<file path="config.mk">
export PLATFORM = sky130hd
export DESIGN_NAME = booth_mul_sched_flat
export DESIGN_NICKNAME = d
export VERILOG_FILES = /design/src/rtl/booth_mul_sched_pkg.sv /design/src/rtl/booth_mul_sched_if.sv /design/src/rtl/booth_mul_sched_rr_arbiter.sv /design/src/rtl/booth_mul_sched.sv /design/src/flat_wrapper.sv
export SDC_FILE = /design/constraint.sdc
export NUM_CORES = 1
export LEC_CHECK = 0
export BUFFER_PORTS_ARGS = -buffer_cell sky130_fd_sc_hd__buf_2
export CAP_MARGIN = 30
export CORE_ASPECT_RATIO = 1.75
export CORE_MARGIN = 2
export CORE_UTILIZATION = 40
export CTS_CLUSTER_SIZE = 8
export DETAILED_ROUTE_END_ITERATION = 8
export MAX_ROUTING_LAYER = met4
export PLACE_DENSITY = 0.68
export SYNTH_ARGS = -nofsm -noshare
export SYNTH_HDL_FRONTEND = slang
export SYNTH_HIERARCHICAL = 1
export SYNTH_SLANG_ARGS = --single-unit
</file>
<file path="constraint.sdc">
create_clock -name clk -period 5.8 [get_ports clk]
set_input_delay 0.87 -clock clk [delete_from_list [all_inputs] [get_ports clk]]
set_output_delay 0.87 -clock clk [all_outputs]
set_load 0.02 [all_outputs]
</file>
<file path="src/rtl/booth_mul_sched_pkg.sv">
// Shared types, default sizes and width helpers for the Booth multiplier scheduler.
package booth_sched_pkg;

  localparam int unsigned N_DEF       = 4;
  localparam int unsigned X_DEF       = 4;
  localparam int unsigned Y_DEF       = 4;
  localparam int unsigned TIMEOUT_DEF = 16;

  typedef enum logic [1:0] {
    IDLE  = 2'd0,
    START = 2'd1,
    WAIT  = 2'd2,
    RESP  = 2'd3
  } state_t;

  // Bits needed to index v items (or count 0..v-1); never less than one bit.
  function automatic int unsigned clog2(input int unsigned v);
    int unsigned w;
    w = 1;
    while (w < 32 && (32'd1 << w) < v) w++;
    return w;
  endfunction

endpackage

</file>
<file path="src/rtl/booth_mul_sched_if.sv">
// Requester bus plus multiplier-core bus seen by the scheduler.
interface booth_sched_if
  import booth_sched_pkg::*;
#(
  parameter int unsigned N = N_DEF,
  parameter int unsigned X = X_DEF,
  parameter int unsigned Y = Y_DEF
);

  logic [N-1:0]       req_valid;
  logic [N-1:0]       req_ready;
  logic [N*(X+1)-1:0] req_m;
  logic [N*Y-1:0]     req_r;
  logic [N-1:0]       rsp_valid;
  logic [N-1:0]       rsp_ready;
  logic [X+Y-1:0]     rsp_p;
  logic               rsp_err;
  logic               mul_start;
  logic [X:0]         mul_m;
  logic [Y-1:0]       mul_r;
  logic               mul_done;
  logic [X+Y-1:0]     mul_p;

  // Requesters and the multiplier core together form the master side.
  modport master (
    output req_valid, req_m, req_r, rsp_ready, mul_done, mul_p,
    input  req_ready, rsp_valid, rsp_p, rsp_err, mul_start, mul_m, mul_r
  );

  // The scheduler is the slave side.
  modport slave (
    input  req_valid, req_m, req_r, rsp_ready, mul_done, mul_p,
    output req_ready, rsp_valid, rsp_p, rsp_err, mul_start, mul_m, mul_r
  );

endinterface

</file>
<file path="src/rtl/booth_mul_sched_rr_arbiter.sv">
// Combinational round-robin arbiter: lowest index at or above ptr (mod N) wins.
module rr_arbiter
  import booth_sched_pkg::*;
#(
  parameter int unsigned N = N_DEF
) (
  input  logic [N-1:0]          req,
  input  logic [clog2(N)-1:0]   ptr,
  output logic [N-1:0]          gnt,
  output logic [clog2(N)-1:0]   idx,
  output logic                  any
);

  localparam int unsigned IW = clog2(N);

  logic [IW-1:0] k;

  // Scan requesters starting at ptr; first valid one takes the grant.
  always_comb begin
    gnt = '0;
    idx = '0;
    any = 1'b0;
    k   = '0;
    for (int unsigned i = 0; i < N; i++) begin
      k = IW'((32'(ptr) + i) % N);
      if (!any && req[k]) begin
        gnt[k] = 1'b1;
        idx    = k;
        any    = 1'b1;
      end
    end
  end

endmodule

</file>
<file path="src/rtl/booth_mul_sched.sv">
// Shares one sequential Booth multiplier among N requesters, round-robin,
// with a timeout guard on the core's done pulse.
module booth_mul_sched
  import booth_sched_pkg::*;
#(
  parameter int unsigned N       = N_DEF,
  parameter int unsigned X       = X_DEF,
  parameter int unsigned Y       = Y_DEF,
  parameter int unsigned TIMEOUT = TIMEOUT_DEF
) (
  input  logic               clk,
  input  logic               rst,
  booth_sched_if.slave       bus,
  output logic               busy
);

  localparam int unsigned MW = X + 1;
  localparam int unsigned IW = clog2(N);
  localparam int unsigned CW = clog2(TIMEOUT);

  state_t        state_q, state_d;
  logic [IW-1:0] ptr_q;
  logic [IW-1:0] g_q;
  logic [CW-1:0] cnt_q;

  logic [N-1:0]  arb_gnt;
  logic [IW-1:0] arb_idx;
  logic          arb_any;

  logic [MW-1:0] m_arr [N];
  logic [Y-1:0]  r_arr [N];

  logic          accept_c;
  logic          done_c;
  logic          tmo_c;
  logic          finish_c;

  rr_arbiter #(.N(N)) u_arb (
    .req (bus.req_valid),
    .ptr (ptr_q),
    .gnt (arb_gnt),
    .idx (arb_idx),
    .any (arb_any)
  );

  // Unpack per-requester operand slices.
  always_comb begin
    for (int unsigned i = 0; i < N; i++) begin
      m_arr[i] = bus.req_m[i*MW +: MW];
      r_arr[i] = bus.req_r[i*Y +: Y];
    end
  end

  // Only the granted requester sees ready, and only while idle and out of reset.
  assign bus.req_ready = (state_q == IDLE && !rst) ? arb_gnt : '0;

  // State register.
  always_ff @(posedge clk) begin
    if (rst) state_q <= IDLE;
    else     state_q <= state_d;
  end

  // Next state and per-cycle event strobes; done beats a coincident timeout.
  always_comb begin
    state_d  = state_q;
    accept_c = 1'b0;
    done_c   = 1'b0;
    tmo_c    = 1'b0;
    finish_c = 1'b0;
    case (state_q)
      IDLE: begin
        if (arb_any) begin
          accept_c = 1'b1;
          state_d  = START;
        end
      end
      START: state_d = WAIT;
      WAIT: begin
        if (bus.mul_done) begin
          done_c  = 1'b1;
          state_d = RESP;
        end else if (cnt_q == CW'(TIMEOUT - 1)) begin
          tmo_c   = 1'b1;
          state_d = RESP;
        end
      end
      RESP: begin
        if (bus.rsp_ready[g_q]) begin
          finish_c = 1'b1;
          state_d  = IDLE;
        end
      end
      default: state_d = IDLE;
    endcase
  end

  // Capture, timeout counter, response and round-robin pointer registers.
  always_ff @(posedge clk) begin
    if (rst) begin
      ptr_q         <= '0;
      g_q           <= '0;
      cnt_q         <= '0;
      busy          <= 1'b0;
      bus.mul_start <= 1'b0;
      bus.mul_m     <= '0;
      bus.mul_r     <= '0;
      bus.rsp_valid <= '0;
      bus.rsp_p     <= '0;
      bus.rsp_err   <= 1'b0;
    end else begin
      bus.mul_start <= accept_c;
      busy          <= (state_d != IDLE);

      if (accept_c) begin
        g_q       <= arb_idx;
        bus.mul_m <= m_arr[arb_idx];
        bus.mul_r <= r_arr[arb_idx];
      end

      if (state_q == START)     cnt_q <= '0;
      else if (state_q == WAIT) cnt_q <= cnt_q + CW'(1);

      if (done_c) begin
        bus.rsp_p     <= bus.mul_p;
        bus.rsp_err   <= 1'b0;
        bus.rsp_valid <= N'(1) << g_q;
      end else if (tmo_c) begin
        bus.rsp_p     <= '0;
        bus.rsp_err   <= 1'b1;
        bus.rsp_valid <= N'(1) << g_q;
      end

      if (finish_c) begin
        bus.rsp_valid <= '0;
        ptr_q         <= (g_q == IW'(N - 1)) ? '0 : g_q + IW'(1);
      end
    end
  end

endmodule

</file>
<file path="src/flat_wrapper.sv">
// flat-port wrapper written by rule: the top's interface ports become plain ports
module booth_mul_sched_flat import booth_sched_pkg::*;
#(
  parameter int unsigned N       = N_DEF,
  parameter int unsigned X       = X_DEF,
  parameter int unsigned Y       = Y_DEF,
  parameter int unsigned TIMEOUT = TIMEOUT_DEF
)
  (clk, rst, busy, bus_req_valid, bus_req_m, bus_req_r, bus_rsp_ready, bus_mul_done, bus_mul_p, bus_req_ready, bus_rsp_valid, bus_rsp_p, bus_rsp_err, bus_mul_start, bus_mul_m, bus_mul_r);
  booth_sched_if #(.N(N), .X(X), .Y(Y)) bus_i ();
  input  logic clk;
  input  logic rst;
  output logic busy;
  input wire logic [$bits(bus_i.req_valid)-1:0] bus_req_valid;
  input wire logic [$bits(bus_i.req_m)-1:0] bus_req_m;
  input wire logic [$bits(bus_i.req_r)-1:0] bus_req_r;
  input wire logic [$bits(bus_i.rsp_ready)-1:0] bus_rsp_ready;
  input wire logic [$bits(bus_i.mul_done)-1:0] bus_mul_done;
  input wire logic [$bits(bus_i.mul_p)-1:0] bus_mul_p;
  output wire logic [$bits(bus_i.req_ready)-1:0] bus_req_ready;
  output wire logic [$bits(bus_i.rsp_valid)-1:0] bus_rsp_valid;
  output wire logic [$bits(bus_i.rsp_p)-1:0] bus_rsp_p;
  output wire logic [$bits(bus_i.rsp_err)-1:0] bus_rsp_err;
  output wire logic [$bits(bus_i.mul_start)-1:0] bus_mul_start;
  output wire logic [$bits(bus_i.mul_m)-1:0] bus_mul_m;
  output wire logic [$bits(bus_i.mul_r)-1:0] bus_mul_r;
  assign bus_i.req_valid = bus_req_valid;
  assign bus_i.req_m = bus_req_m;
  assign bus_i.req_r = bus_req_r;
  assign bus_i.rsp_ready = bus_rsp_ready;
  assign bus_i.mul_done = bus_mul_done;
  assign bus_i.mul_p = bus_mul_p;
  assign bus_req_ready = bus_i.req_ready;
  assign bus_rsp_valid = bus_i.rsp_valid;
  assign bus_rsp_p = bus_i.rsp_p;
  assign bus_rsp_err = bus_i.rsp_err;
  assign bus_mul_start = bus_i.mul_start;
  assign bus_mul_m = bus_i.mul_m;
  assign bus_mul_r = bus_i.mul_r;
  booth_mul_sched #(.N(N), .X(X), .Y(Y), .TIMEOUT(TIMEOUT)) u_core (.clk(clk), .rst(rst), .bus(bus_i), .busy(busy));
endmodule
</file>
Yosys cells after proc, flatten, opt, wreduce, memory -nomap -nowiden:

Cells that the tools add are included.
Widths: inputs -> output; s select.

* output and inout bits: 28
* bits in registers: 34
* word-level logic and storage cells: 110
* memories kept: 0
* bits in read-only memories: 0
* input port bits: 55
* RAM bits: 0
* latch bits: 0

* $mul: 0
* shift operators: 1
* divide/modulo/power cells: 0
* add/subtract/negate cells: 5
* reductions and logical operators: 18
* equality and inequality tests: 5
* bitwise operators: 4
* magnitude comparators: 10
* multiplexer cells: 56

Operator list (count)
* $mux 4: 9
* $mux 1: 22
* $mux 2: 9
* $mux 8: 2
* $lt 2x3->1 const B: 5
* $or 4x4->4: 3
* $bmux 1 s2: 5
* $bmux 5 s2: 1
* $mux 5: 2
* $bmux 4 s2: 1
* $demux 1 s2: 4
* $ge 2x1->1 const B: 4
* $logic_and 1x1->1: 8
* $pmux 2 s4: 1
* $eq 2x2->1 const B: 3
* $reduce_or 2->1: 3
* $add 2x1->2 const B: 2
* $add 2x2->2 const B: 2
* $add 4x1->4 const B: 1
* $eq 4x4->1 const B: 1
* $logic_not 1->1: 4
* $reduce_bool 2->1: 2
* $shl 1x2->4 const A: 1
* $ge 3x3->1 const B: 1
* other kinds (3): 3

Logic depth before layout (Yosys ltp):

* depth after elaboration: 16
* gate-level depth with buffers: 12
* mapped depth without buffers: 9

Cells and area by module:

Netlist, hierarchy kept.

By module, submodules not included
* booth_mul_sched: area each 1659.1 um2, cells an instance 181, instances 1, sequential area each 680.7 um2
* rr_arbiter: area each 419.2 um2, cells an instance 45, instances 1, sequential area each 0.0 um2

Least setup slack after synthesis:

Ideal clock, no wire load.

* path kind: input -> output
* start: input bus_req_valid[2]
* end: output bus_req_ready[0]
* path slack: 2731 ps
* arrival: 2199 ps
* stages: 6
* path buffers: 1
* required time: 4930 ps
* cell sequence: mux4_2 -> buf_6 -> nor4b_4 -> a22oi_1 -> o21ai_0 -> and2_1

* word-level cells in the longest chain between the ends: 13
* elaborated cells between the ends (all ways): 25
* classes of those cells: mux (16); bitwise (3); reduce/logical (6)

Ends and longest elaborated chain
* start, declared: line flat_wrapper.sv:14 `input wire logic [$bits(bus_i.req_valid)-1:0] bus_req_valid;`
* $bmux 1 s2: line booth_mul_sched_rr_arbiter.sv:26 `if (!any && req[k]) begin`
* $mux 1 (not written as such): line booth_mul_sched_rr_arbiter.sv:26
* $mux 1: line booth_mul_sched_rr_arbiter.sv:26
* $logic_not 1->1: line booth_mul_sched_rr_arbiter.sv:26
* $logic_and 1x1->1: line booth_mul_sched_rr_arbiter.sv:26
* $mux 1: line booth_mul_sched_rr_arbiter.sv:26
* $logic_not 1->1: line booth_mul_sched_rr_arbiter.sv:26
* $logic_and 1x1->1: line booth_mul_sched_rr_arbiter.sv:26
* $mux 1: line booth_mul_sched_rr_arbiter.sv:26
* $logic_not 1->1: line booth_mul_sched_rr_arbiter.sv:26
* $logic_and 1x1->1: line booth_mul_sched_rr_arbiter.sv:26
* $mux 4 *: line booth_mul_sched_rr_arbiter.sv:26
* named net u_core.arb_gnt[0]: line booth_mul_sched.sv:26 `logic [N-1:0] arb_gnt;`
* $mux 4 *: line booth_mul_sched.sv:55 `assign bus.req_ready = (state_q == IDLE && !rst) ? arb_gnt : '0;`
* end, declared: line flat_wrapper.sv:20 `output wire logic [$bits(bus_i.req_ready)-1:0] bus_req_ready;`

The timed path passes the listed nets; every way through them passes the cells marked *. The select of a mux whose other input is x is not followed.

Final worst setup path:

* start: register u_core.ptr_q[0]
* end: output bus_req_ready[2]

* word-level cells in the longest chain between the ends: 13
* elaborated cells between the ends (all ways): 48
* classes of those cells: add/sub (3); order compare (8); mux (24); bitwise (3); reduce/logical (10)

Ends and longest elaborated chain
* start, declared: line booth_mul_sched.sv:22 `logic [IW-1:0] ptr_q;`
* start signal, assigned: line booth_mul_sched.sv:135 `ptr_q <= (g_q == IW'(N - 1)) ? '0 : g_q + IW'(1);`
* branches (longest 11 deep; another with $lt 2x3->1)
* $mux 4 *: line booth_mul_sched_rr_arbiter.sv:26
* named net u_core.arb_gnt[2]: line booth_mul_sched.sv:26
* $mux 4 *: line booth_mul_sched.sv:55

Mark *: on every way through the listed nets, which the timed path passes. The select of a mux whose other input is x is not followed.

==> qor.txt <==
# DRC -> 0
vias in the first global route -> 1905
Final Hold Viols -> 0
clk sinks -> 34
total global routing overflow -> 0
CP max stage delay -> 0.66 ns
slack of the worst reg-to-reg path -> 2.53 ns
number of vias after detailed routing -> 1957
Netlist cell types -> 43
min-delay worst type -> flip-flop to flip-flop
Pint -> 522 uW
crit-path cells -> inv_1, ha_1, mux4_2, nor4b_4, a22oi_1, o21ai_0, and2_1, buf_2
Comb pwr share -> 0.257
dpl hpwl -> 3.78 mm
Post-CTS Setup Bufs -> 0
total track usage -> 0.187
WL per Instance -> 13.9 um
initial antenna violation count -> 0
setup TNS -> 0 ns
routed wire length -> 4.94 mm
Worst path slowest cell -> dfxtp_1
fin. max-slew vios -> 0
# IOs -> 83
kind of critical path -> flip-flop to output port
CTS root buf -> clkbuf_8
status -> finished, final reports clean
synth warn -> 6
skew final -> 0.00498 ns
Seq cells post-synth -> 34
arrival time at the worst endpoint -> 2.83 ns
CP max FO -> 13
data required time of the critical path -> 4.93 ns
area grow syn2layout -> 26.7%
Top Layer Used -> met4
Startpoint Class -> flip-flop
Nets -> 365
post_cts resized -> 0
Leak Pwr -> 0.00111 uW
Worst IR Drop VDD -> 0.000227 V
cts bufs inserted -> 5
sequential power share -> 0.378
Rel. slew slack -> 0.342
Iteration-0 DRC Markers -> 62
post-route ant nets -> 0
pin count of the biggest net entering global routing -> 33
DR pass1 iterations -> 4
Initial Util -> 0.418
Layout Utilization -> 0.529
Syn Nets -> 291
via-per-instance ratio -> 5.51
synthesized instance count -> 226
clock share of power -> 0.365
worst skew pair latency -> 0.28 ns
row count -> 34
RSZ-0062 raised after global routing -> no
Mean Syn Cell Area -> 9.20 um2
clock transition at the registers of the reported paths -> 0.07 ns
met2 WL -> 2.71 mm
Max-Cap Viols -> 0
Tcrit/Tclk final -> 0.638
Clock Path Buffers -> 2
Port-buffer cells -> 82
minimum clock period -> 3.70 ns
Main synth FF type -> dfxtp_1
ys async rst share -> 0
DR WL met3 -> 232 um
CTS tree -> yes
sw frac -> 0.285
Netlist Area Pre-Place -> 0.00208 mm2
Core ar. -> 0.00498 mm2
Setup crit end kind -> output port
Worst Max-Slew Pin Slew -> 0.983 ns
layout cell share with drive strength beyond 1 -> 0.389
overall die width -> 58.5 um
fmax -> 270 MHz
first-pass GRT wire length -> 8.34 mm
power per cell area -> 277 mW/mm2
Die Y -> 99.4 um
CTS Hold Bufs -> 0
GPL Wtd Cong -> 0.764
Seq/Total Area, Yosys -> 0.328
Post-synth EDFFs -> 0
Inserted Diodes -> 0
DIE AREA -> 0.00581 mm2
CTS H-Tree Depth -> 2
# setup viols final -> 0
Metal-1 WL -> 1.88 mm
Net Sw Power -> 208 uW
-- per-stage QoR --
stage / hold WS [ns] / cells / setup slack, ns / area, um2 / power (uW)
2_1_floorplan: 0.486 / 226 / 2.73 / 2080 / 414
3_3_place_gp: 0.440 / 346 / 2.45 / 2490 / 465
3_5_place_dp: 0.445 / 347 / 2.40 / 2490 / 470
4_1_cts: 0.456 / 355 / 2.08 / 2630 / 741
5_1_grt: 0.487 / 355 / 1.86 / 2630 / 774
6_report: 0.453 / 355 / 2.10 / 2630 / 730
-- synth_stat cells, types with 2 or more instances --
master / number / share of area
nand2_1: 32 / 0.058
mux4_1: 2 / 0.025
and2_1: 4 / 0.012
nand2b_1: 3 / 0.0090
a21oi_1: 25 / 0.060
inv_1: 9 / 0.016
o211ai_1: 2 / 0.0072
ha_1: 10 / 0.060
a22oi_1: 9 / 0.033
clkbuf_1: 11 / 0.020
mux2i_1: 2 / 0.0096
nor2b_1: 2 / 0.0060
nor3_1: 5 / 0.012
nor2_1: 9 / 0.016
buf_2: 3 / 0.0072
nand3_1: 5 / 0.012
dfxtp_1: 34 / 0.33
o31ai_1: 2 / 0.0072
mux2_2: 3 / 0.016
o21ai_0: 17 / 0.041
buf_6: 2 / 0.011
a31o_2: 3 / 0.013
mux4_2: 12 / 0.13
-- state kept, by name (all words and copies together) (netlist names) --
| register | count |
|---|---|
| u_core/state_q | 2 |
| u_core/ptr_q | 2 |
| u_core/bus.rsp_err | 1 |
| u_core/bus.mul_start | 1 |
| u_core/busy | 1 |
| u_core/cnt_q | 4 |
| u_core/bus.mul_r | 4 |
| u_core/bus.mul_m | 5 |
| u_core/bus.rsp_valid | 4 |
| u_core/bus.rsp_p | 8 |
| u_core/g_q | 2 |
-- layout by cell type (no fill, tap or decap), types with 2 or more instances in the layout --
| cell type | count |
|---|---|
| buf_2 | 83 |
| dfxtp_1 | 34 |
| nand2_1 | 32 |
| a21oi_1 | 25 |
| o21ai_0 | 17 |
| mux4_2 | 12 |
| ha_1 | 10 |
| inv_1 | 9 |
| nor2_1 | 9 |
| a22oi_1 | 9 |
| clkbuf_8 | 6 |
| nor3_1 | 5 |
| nand3_1 | 5 |
| and2_1 | 4 |
| a31o_2 | 3 |
| mux2_2 | 3 |
| nand2b_1 | 3 |
| bufinv_16 | 2 |
| nor2b_1 | 2 |
| o211ai_1 | 2 |
| mux2i_1 | 2 |
| mux4_1 | 2 |
-- power groups by stage --
stage               logic, uW  clock network, uW  registers [uW]
floorplan                 124                  0             290
global placement          184                  0             281
detailed placement        189                  0             282
CTS                       189                276             276
global route              209                284             280
finish                    187                267             276
-- worst max-delay path: cells and delay by family (launching register included) --
family | cells | cell delay (ns)
compound gates | 2 | 0.19
fa+ha+maj | 1 | 0.40
buf+inv | 2 | 0.32
flops | 1 | 0.66
mux | 1 | 0.44
simple gates | 2 | 0.53
-- final cells by class --
type / count / area (um2)
fill: 500 / 2340
sequential: 34 / 681
clock inverter: 2 / 60.1
inverter: 9 / 33.8
clock buffer: 6 / 82.6
timing repair buffer: 84 / 423
tap: 54 / 67.6
multi-input combinational: 166 / 1290
-- final timing paths --
check                                                        end  depth (start not counted)                              from
worst min-delay path            u_core/bus.mul_m[4]$_SDFFE_PP0P_                          2  u_core/bus.mul_m[4]$_SDFFE_PP0P_
worst min register to register  u_core/bus.mul_m[4]$_SDFFE_PP0P_                          2  u_core/bus.mul_m[4]$_SDFFE_PP0P_
worst max-delay path                            bus_req_ready[2]                          8      u_core/ptr_q[0]$_SDFFE_PP0P_
worst max register to register  u_core/bus.mul_r[2]$_SDFFE_PP0P_                         10      u_core/ptr_q[0]$_SDFFE_PP0P_
-- cell families after synthesis --
family	count (synthesis)	synth area share
compound gates	66	0.194
xor+xnor	1	0.00422
fa+ha+maj	10	0.0602
buf+inv	26	0.0560
flops	34	0.328
mux	20	0.188
simple gates	69	0.169
-- routing by layer --
layer  track usage  vias up
met4        0.0877        0
li1              -      974
met2         0.332       61
met3        0.0247        9
met5             -        -
met1         0.197      913
Note: power is estimated with default switching activity, not from simulation.
